File: config.mk
export PLATFORM = sky130hd
export DESIGN_NAME = ext_pipe
export DESIGN_NICKNAME = d
export VERILOG_FILES = /design/src/rtl/ext_pipe.sv
export SDC_FILE = /design/constraint.sdc
export NUM_CORES = 1
export LEC_CHECK = 0
export ABC_AREA = 1
export CORE_MARGIN = 10
export CORE_UTILIZATION = 53
export DETAILED_ROUTE_END_ITERATION = 6
export GPL_ROUTABILITY_DRIVEN = 1
export HOLD_SLACK_MARGIN = 0.1
export PLACE_DENSITY = 0.9
export SLEW_MARGIN = 5
export SYNTH_ARGS = -nofsm -noshare
export SYNTH_HDL_FRONTEND = slang
export SYNTH_SLANG_ARGS = --single-unit
export TNS_END_PERCENT = 50
File: constraint.sdc
create_clock -name clk -period 1.95 [get_ports clk]
set_input_delay 0.195 -clock clk [delete_from_list [all_inputs] [get_ports clk]]
set_output_delay 0.195 -clock clk [all_outputs]
set_load 0.05 [all_outputs]
File: src/rtl/ext_pipe.sv
// Registered immediate-extension stage with a valid/ready handshake and a 2-entry skid buffer.
// Also keeps a saturating count of accepted illegal-mode requests.
module ext_pipe #(
  parameter int IMM_W  = 16,
  parameter int DATA_W = 32,
  parameter int CNT_W  = 8
) (
  input  logic              clk,
  input  logic              reset,
  input  logic              flush,
  input  logic              in_valid,
  output logic              in_ready,
  input  logic [2:0]        in_mode,
  input  logic [IMM_W-1:0]  in_imm,
  output logic              out_valid,
  input  logic              out_ready,
  output logic [DATA_W-1:0] out_data,
  output logic              out_illegal,
  output logic [CNT_W-1:0]  illegal_cnt
);

  localparam int PAD = DATA_W - IMM_W;

  typedef enum logic [1:0] {EMPTY, ONE, TWO} state_t;

  state_t            state, state_next;
  logic [DATA_W-1:0] main_data, skid_data, ext_data, zext, sext;
  logic              main_ill, skid_ill, ext_ill;
  logic              accept, drain, load_main, load_skid, move_skid, cnt_inc;

  assign zext = {{PAD{1'b0}}, in_imm};
  assign sext = {{PAD{in_imm[IMM_W-1]}}, in_imm};

  always_comb begin
    ext_data = '0;
    ext_ill  = 1'b0;
    case (in_mode)
      3'b000:  ext_data = zext;
      3'b001:  ext_data = sext;
      3'b010:  ext_data = {in_imm, {PAD{1'b0}}};
      3'b011:  ext_data = sext << 2;
      3'b100:  ext_data = zext << 2;
      default: ext_ill  = 1'b1;
    endcase
  end

  // in_ready depends only on registered state (and reset), never on out_ready
  assign in_ready    = (state != TWO) && !reset;
  assign out_valid   = (state != EMPTY);
  assign out_data    = main_data;
  assign out_illegal = main_ill;
  assign accept      = in_valid && in_ready;
  assign drain       = out_valid && out_ready;

  always_comb begin
    state_next = state;
    load_main  = 1'b0;
    load_skid  = 1'b0;
    move_skid  = 1'b0;
    cnt_inc    = 1'b0;
    if (flush) begin
      state_next = EMPTY;
    end else begin
      cnt_inc = accept && ext_ill && (illegal_cnt != '1);
      case (state)
        EMPTY: begin
          if (accept) begin
            load_main  = 1'b1;
            state_next = ONE;
          end
        end
        ONE: begin
          if (accept && drain) begin
            load_main = 1'b1;
          end else if (accept) begin
            load_skid  = 1'b1;
            state_next = TWO;
          end else if (drain) begin
            state_next = EMPTY;
          end
        end
        TWO: begin
          if (drain) begin
            move_skid  = 1'b1;
            state_next = ONE;
          end
        end
        default: state_next = EMPTY;
      endcase
    end
  end

  always_ff @(posedge clk) begin
    if (reset) begin
      state       <= EMPTY;
      main_data   <= '0;
      main_ill    <= 1'b0;
      skid_data   <= '0;
      skid_ill    <= 1'b0;
      illegal_cnt <= '0;
    end else begin
      state <= state_next;
      if (load_main) begin
        main_data <= ext_data;
        main_ill  <= ext_ill;
      end else if (move_skid) begin
        main_data <= skid_data;
        main_ill  <= skid_ill;
      end
      if (load_skid) begin
        skid_data <= ext_data;
        skid_ill  <= ext_ill;
      end
      if (cnt_inc) illegal_cnt <= illegal_cnt + CNT_W'(1);
    end
  end

endmodule

==> impl_metrics.yaml, run 1 <==
synth:
  ys.flop_type: "dfxtp_1"
  synth_nets: 578
  ys_seq_area_frac: 0.406
  synth.mux.area_fraction: 0
  synthesis.area_um2: 3750
  yosysUniqueCellTypes: 32
  synth-edff-count: 0
  synth_top_family_by_area: "simple AND/OR/NAND/NOR gates"
  synth_adder_area_share: 0.00334
  synth_area_per_cell_um2: 6.78
  ys_async_sr_fraction: 0
  ys_seq_elements: 76
  ys_warn_count: 0
  synth_compound_area_frac: 0.135
  synthXorXnorAreaFrac: 0.00467
  synth-simple-area-share: 0.361
  synth_cells: 553
clock_network:
  cts_tree: "yes"
  clock_path_buffers: 2
  clk_pin_slew_ps: 80
  clock_latency_ps: 360
  cts.htree.levels: 3
  cts_buffers: 9
  cts_root_buf: "clkbuf_8"
  cts.sinks: 76
min_path:
  hold_class: "flop to flop"
  hp-start: "out_illegal"
  holdPathStages: 2
  min_to: "out_illegal"
die:
  initial_core_util: 0.549
  fp.coreArea_um2: 6830
  die_area_um2: 10800
  io_pins: 67
  fp-row-count: 30
  die_height_um: 104
  die_w_um: 104
critical_path:
  reg2reg_slack_ps: 340
  end_kind: "primary output"
  critical_path_arrival_ps: 1640
  path_class: "flop to primary output"
  cp_num_cells: 1
  r2r_cells: 9
  path_buf_inv: 1
  crit_family: "buffers and inverters"
  cp.required_ps: 1750
  r2r-end: "illegal_cnt[3]"
  slowest_stage: "clkdlybuf4s50_1"
  slowest_delay_ps: 850
  cp_cell_sequence: "clkdlybuf4s50_1"
  timing.rr.start: "illegal_cnt[0]"
  worstPathMaxFanout: 6
  start_kind: "flop"
route:
  post-route-drc-count: 0
  wl_um: 10400
  drtIter0Drc: 318
  drt_first_pass_iters: 5
  wl_per_cell_um: 14.4
  vias: 3830
  via_per_inst: 5.31
  ant_nets: 0
power_and_ir_drop:
  p_leak_nw: 2.10
  ir_worst_vdd_uv: 443
  power_density_nw_per_um2: 721
global_routing:
  antenna_found_initial: 0
  met3_usage: 0.0428
  globalRouteMet2Util: 0.300
  top_usage_layer: "met2"
  track_usage: 0.190
  grt_pass1_wl_um: 17600
  grt.overflow.total: 0
  use_met1: 0.246
  grt_max_degree: 39
  grt_pass1_vias: 3627
place:
  pre_cts_slack_ps: 73.3
  placed_area_um2: 4530
  gp_congestion: 0.917
  place_inst: 705
  numPortBuffers: 66
  hpwl_um: 7280
status:
  outcome: "finished clean"
timing:
  fmax_mhz: 546
  setup_viol_count_final: 0
  period_needed_ps: 1830
  tns_ps: 0
  worst_slack_ps: 118
  fin_skew_ps: 10.0
  worst_slew_pin_slew_ps: 536
  hold_viol_final: 0
  rsz0062_at_grt: "false"
  finalMaxSlewViolations: 0
  whs_ps: 466
  slew_headroom: 0.641
  finalCritPeriodShare: 0.939
cells_and_area:
  syn_to_final_growth_pct: 26.5
  diodes: 0
  final_cells: 721
  nFillCells: 558
  drive_above_1_share: 0.0832
  multiInputGateArea_um2: 1890
  seq_area_um2: 1520
  nets: 645
  finalInstanceArea_um2: 4750
flow_run:
  maxCapViolations: 0
==> per-stage QoR <==
step            util  power [mW]
4_1_cts        0.694        3.42
3_5_place_dp   0.662        2.11
5_1_grt        0.695        3.53
2_1_floorplan      -        1.93
6_report       0.695        3.42
3_3_place_gp   0.662        2.11
==> cells in the final DEF, fill, tap and decap left out, types with 6 or more instances in the layout <==
cell type and instances:
a21oi_1 31, a211oi_1 6, clkdlybuf4s50_1 64, and3_1 7, nand2_1 173, clkbuf_8 10
inv_2 6, dfxtp_1 76, o21ai_0 39, a21boi_1 8, nand3_1 38, buf_4 17
nor2_1 84, inv_1 30
==> cell type report <==
class / count / share of cell area
tap: 96 / 0.0253
sequential: 76 / 0.321
timing repair buffer: 86 / 0.181
clock buffer: 12 / 0.0306
clock inverter: 4 / 0.0153
inverter: 36 / 0.0285
multi-input combinational: 411 / 0.398
==> worst reg2reg max path: cells and delay by family, from the launching register on <==
family	cells	cell delay (ps)
simple gates	8	920
flops	1	360
fa+ha+maj	1	250
==> flip-flops by register name (all words and copies together) (netlist names) <==
| name | count |
|---|---|
| state | 2 |
| skid_ill | 1 |
| out_illegal | 1 |
| out_data | 32 |
| illegal_cnt | 8 |
| skid_data | 32 |
==> worst max path at each step <==
stage | from | end | slack [ps]
finish | illegal_cnt[5] | illegal_cnt[5] | 120
global route | illegal_cnt[5] | illegal_cnt[5] | 70
CTS | state[1] | out_valid | 20
detailed placement | in_mode[1] | skid_data[24] | 70
global placement | in_mode[0] | illegal_cnt[2] | 100
floorplan | illegal_cnt[0] | illegal_cnt[2] | 210
==> routing by layer <==
metal  share of wire  up-vias
li1                -     1902
met1            0.44     1752
met2            0.46      163
met3           0.081       13
met4           0.016        0
met5               0        -
==> synthesized netlist by cell type (2+ instances only) <==
| cell type | number | area (um^2) |
|---|---|---|
| nand2_1 | 173 | 649 |
| nor2_1 | 84 | 315 |
| dfxtp_1 | 76 | 1520 |
| o21ai_0 | 39 | 195 |
| nand3_1 | 38 | 190 |
| a21oi_1 | 31 | 155 |
| inv_1 | 30 | 113 |
| buf_2 | 10 | 50.1 |
| buf_6 | 9 | 101 |
| a21boi_1 | 8 | 60.1 |
| clkbuf_1 | 8 | 30.0 |
| and3_1 | 7 | 43.8 |
| a211oi_1 | 6 | 45.0 |
| inv_2 | 6 | 22.5 |
| nand4_1 | 5 | 31.3 |
| buf_4 | 3 | 22.5 |
| a31oi_1 | 2 | 12.5 |
| nor2_4 | 2 | 22.5 |
| nor2_8 | 2 | 40.0 |
| o21ai_1 | 2 | 10.0 |
==> cell families (layout without fill, tap and decap cells) <==
family / count (synthesis) / after routing
compound gates: 91 / 91
xor+xnor: 2 / 2
fa+ha+maj: 1 / 1
buf+inv: 66 / 138
flops: 76 / 76
simple gates: 317 / 317
==> power by group <==
part / internal, mW / switching [mW] / total (mW)
logic: 0.176 / 0.308 / 0.484
clock network: 0.755 / 0.585 / 1.34
registers: 1.58 / 0.0183 / 1.60
==> repair_timing <==
item                                    CTS  global route
gates resized for setup                   0             1
hold buffers                              0             0
buffers inserted                          0             0
endpoints found under the setup margin    0             1
No activity file was read; power rests on OpenSTA's default activity.
==> run 2: changes to the inputs <==
--- a/config.mk
+++ b/config.mk
@@ -12,7 +12,8 @@
 export GPL_ROUTABILITY_DRIVEN = 1
 export HOLD_SLACK_MARGIN = 0.1
 export PLACE_DENSITY = 0.9
-export SLEW_MARGIN = 5
+export SETUP_SLACK_MARGIN = 0.05
+export SLEW_MARGIN = 20
 export SYNTH_ARGS = -nofsm -noshare
 export SYNTH_HDL_FRONTEND = slang
 export SYNTH_SLANG_ARGS = --single-unit
==> run 2 against run 1 <==
- clock skew hardly changed
- clock power about the same
- power barely moved
- global-route usage is the same
- via count shrank 0.34%
- utilization down 0.055 points
- cell area is essentially flat
- combinational power about the same
- sequential share of layout area about the same
- first-iteration DRC count unchanged
- worst hold slack about the same
- routed wire length hardly changed
- largest cell class unchanged
==> impl_metrics.yaml, run 2 (synthesized netlist as in run 1, its figures left out) <==
route:
  post-route-drc-count: 0
  drt_first_pass_iters: 5
  wl_um: 10400
  wl_per_cell_um: 14.4
  ant_nets: 0
  via_per_inst: 5.29
  vias: 3817
  drtIter0Drc: 318
cells_and_area:
  final_common_cell: "nand2_1"
  most-common-layout-cells: "173 x nand2_1, 84 x nor2_1, 76 x dfxtp_1"
  drive_above_1_share: 0.0832
  nets: 645
  diodes: 0
  syn_to_final_growth_pct: 26.4
  final_util: 0.694
clock_network:
  clock_path_buffers: 2
  cts_tree: "yes"
  postCtsSetupRepairBufs: 0
  cts.sinks: 76
  cts_resized: 1
  cts_hold_buffers: 0
  clk_pin_slew_ps: 80
  cts_root_buf: "clkbuf_8"
  cts_buffers: 9
  clock_latency_ps: 360
  cts.htree.levels: 3
timing:
  tns_ps: 0
  rsz0062_at_grt: "false"
  hold_viol_final: 0
  finalMaxSlewViolations: 0
  fin_skew_ps: 9.80
  finalCritPeriodShare: 0.939
  fmax_mhz: 546
  worst_slew_pin_slew_ps: 536
  slew_headroom: 0.641
  period_needed_ps: 1830
  setup_viol_count_final: 0
place:
  hpwl_um: 7280
  numPortBuffers: 66
  gp_congestion: 0.917
critical_path:
  slowest_stage: "clkdlybuf4s50_1"
  start_kind: "flop"
  worstPathMaxFanout: 6
  end_kind: "primary output"
  crit_family: "buffers and inverters"
  cp_cell_sequence: "clkdlybuf4s50_1"
  critical_path_arrival_ps: 1640
  path_buf_inv: 1
  slowest_delay_ps: 850
  path_class: "flop to primary output"
  cp.required_ps: 1750
power_and_ir_drop:
  p_comb_frac: 0.141
  switching_share: 0.266
  seq_power_share: 0.467
  p_int_mw: 2.51
  power_density_nw_per_um2: 722
  power_frac_clock: 0.392
  ir_worst_vdd_uv: 443
  p_leak_nw: 2.09
  p_sw_uw: 912
die:
  die_area_um2: 10800
  io_pins: 67
  fp-row-count: 30
  fp.coreArea_um2: 6830
  die_w_um: 104
  die_height_um: 104
  initial_core_util: 0.549
global_routing:
  grt_pass1_wl_um: 17600
  grt.overflow.total: 0
  antenna_found_initial: 0
  track_usage: 0.190
  grt_pass1_vias: 3627
  grt_max_degree: 39
min_path:
  hold_class: "flop to flop"
flow_run:
  maxCapViolations: 0
status:
  outcome: "finished clean"
## run 2: cell type report
cell class                      instances  area (um^2)
Tap cell                               96          120
Sequential cell                        76         1520
Multi-Input combinational cell        411         1890
Clock inverter                          4         72.6
Clock buffer                           12          145
Inverter                               36          135
Timing Repair Buffer                   86          857
Fill cell                             558         2090
## run 2: final timing paths
kind                         end  slack, ps            from  depth (start not counted)
setup reg to reg  illegal_cnt[3]        340  illegal_cnt[0]                          9
hold reg to reg      out_illegal        470     out_illegal                          2
hold / removal       out_illegal        470     out_illegal                          2
setup / recovery  illegal_cnt[5]        120  illegal_cnt[5]                          1
## run 2: power groups by stage
stage / combinational (mW) / clock (mW) / sequential (mW)
after floorplan: 0.205 / 0 / 1.72
after global placement: 0.474 / 0 / 1.63
after detailed placement: 0.479 / 0 / 1.64
after CTS: 0.481 / 1.34 / 1.60
after global routing: 0.523 / 1.40 / 1.60
final: 0.484 / 1.34 / 1.60
## run 2: per-stage QoR
| step | cell area [um^2] | hold WS [ps] | std cells | power (mW) | setup slack [ps] |
|---|---|---|---|---|---|
| after floorplan | 3750 | 364 | 553 | 1.93 | 207 |
| after global placement | 4530 | 448 | 705 | 2.11 | 95.6 |
| after detailed placement | 4530 | 457 | 705 | 2.11 | 73.3 |
| after CTS | 4740 | 469 | 721 | 3.42 | 103 |
| after global routing | 4740 | 485 | 721 | 3.53 | 65.6 |
| final | 4740 | 466 | 721 | 3.42 | 118 |
## run 2: metal layers
metal | vias up | GRT usage | routed length [um]
met3 | 13 | 0.0428 | 835
met4 | 0 | 0.0755 | 170
met5 | - | 0 | 0
met2 | 164 | 0.300 | 4800
li1 | 1902 | - | -
met1 | 1738 | 0.246 | 4600
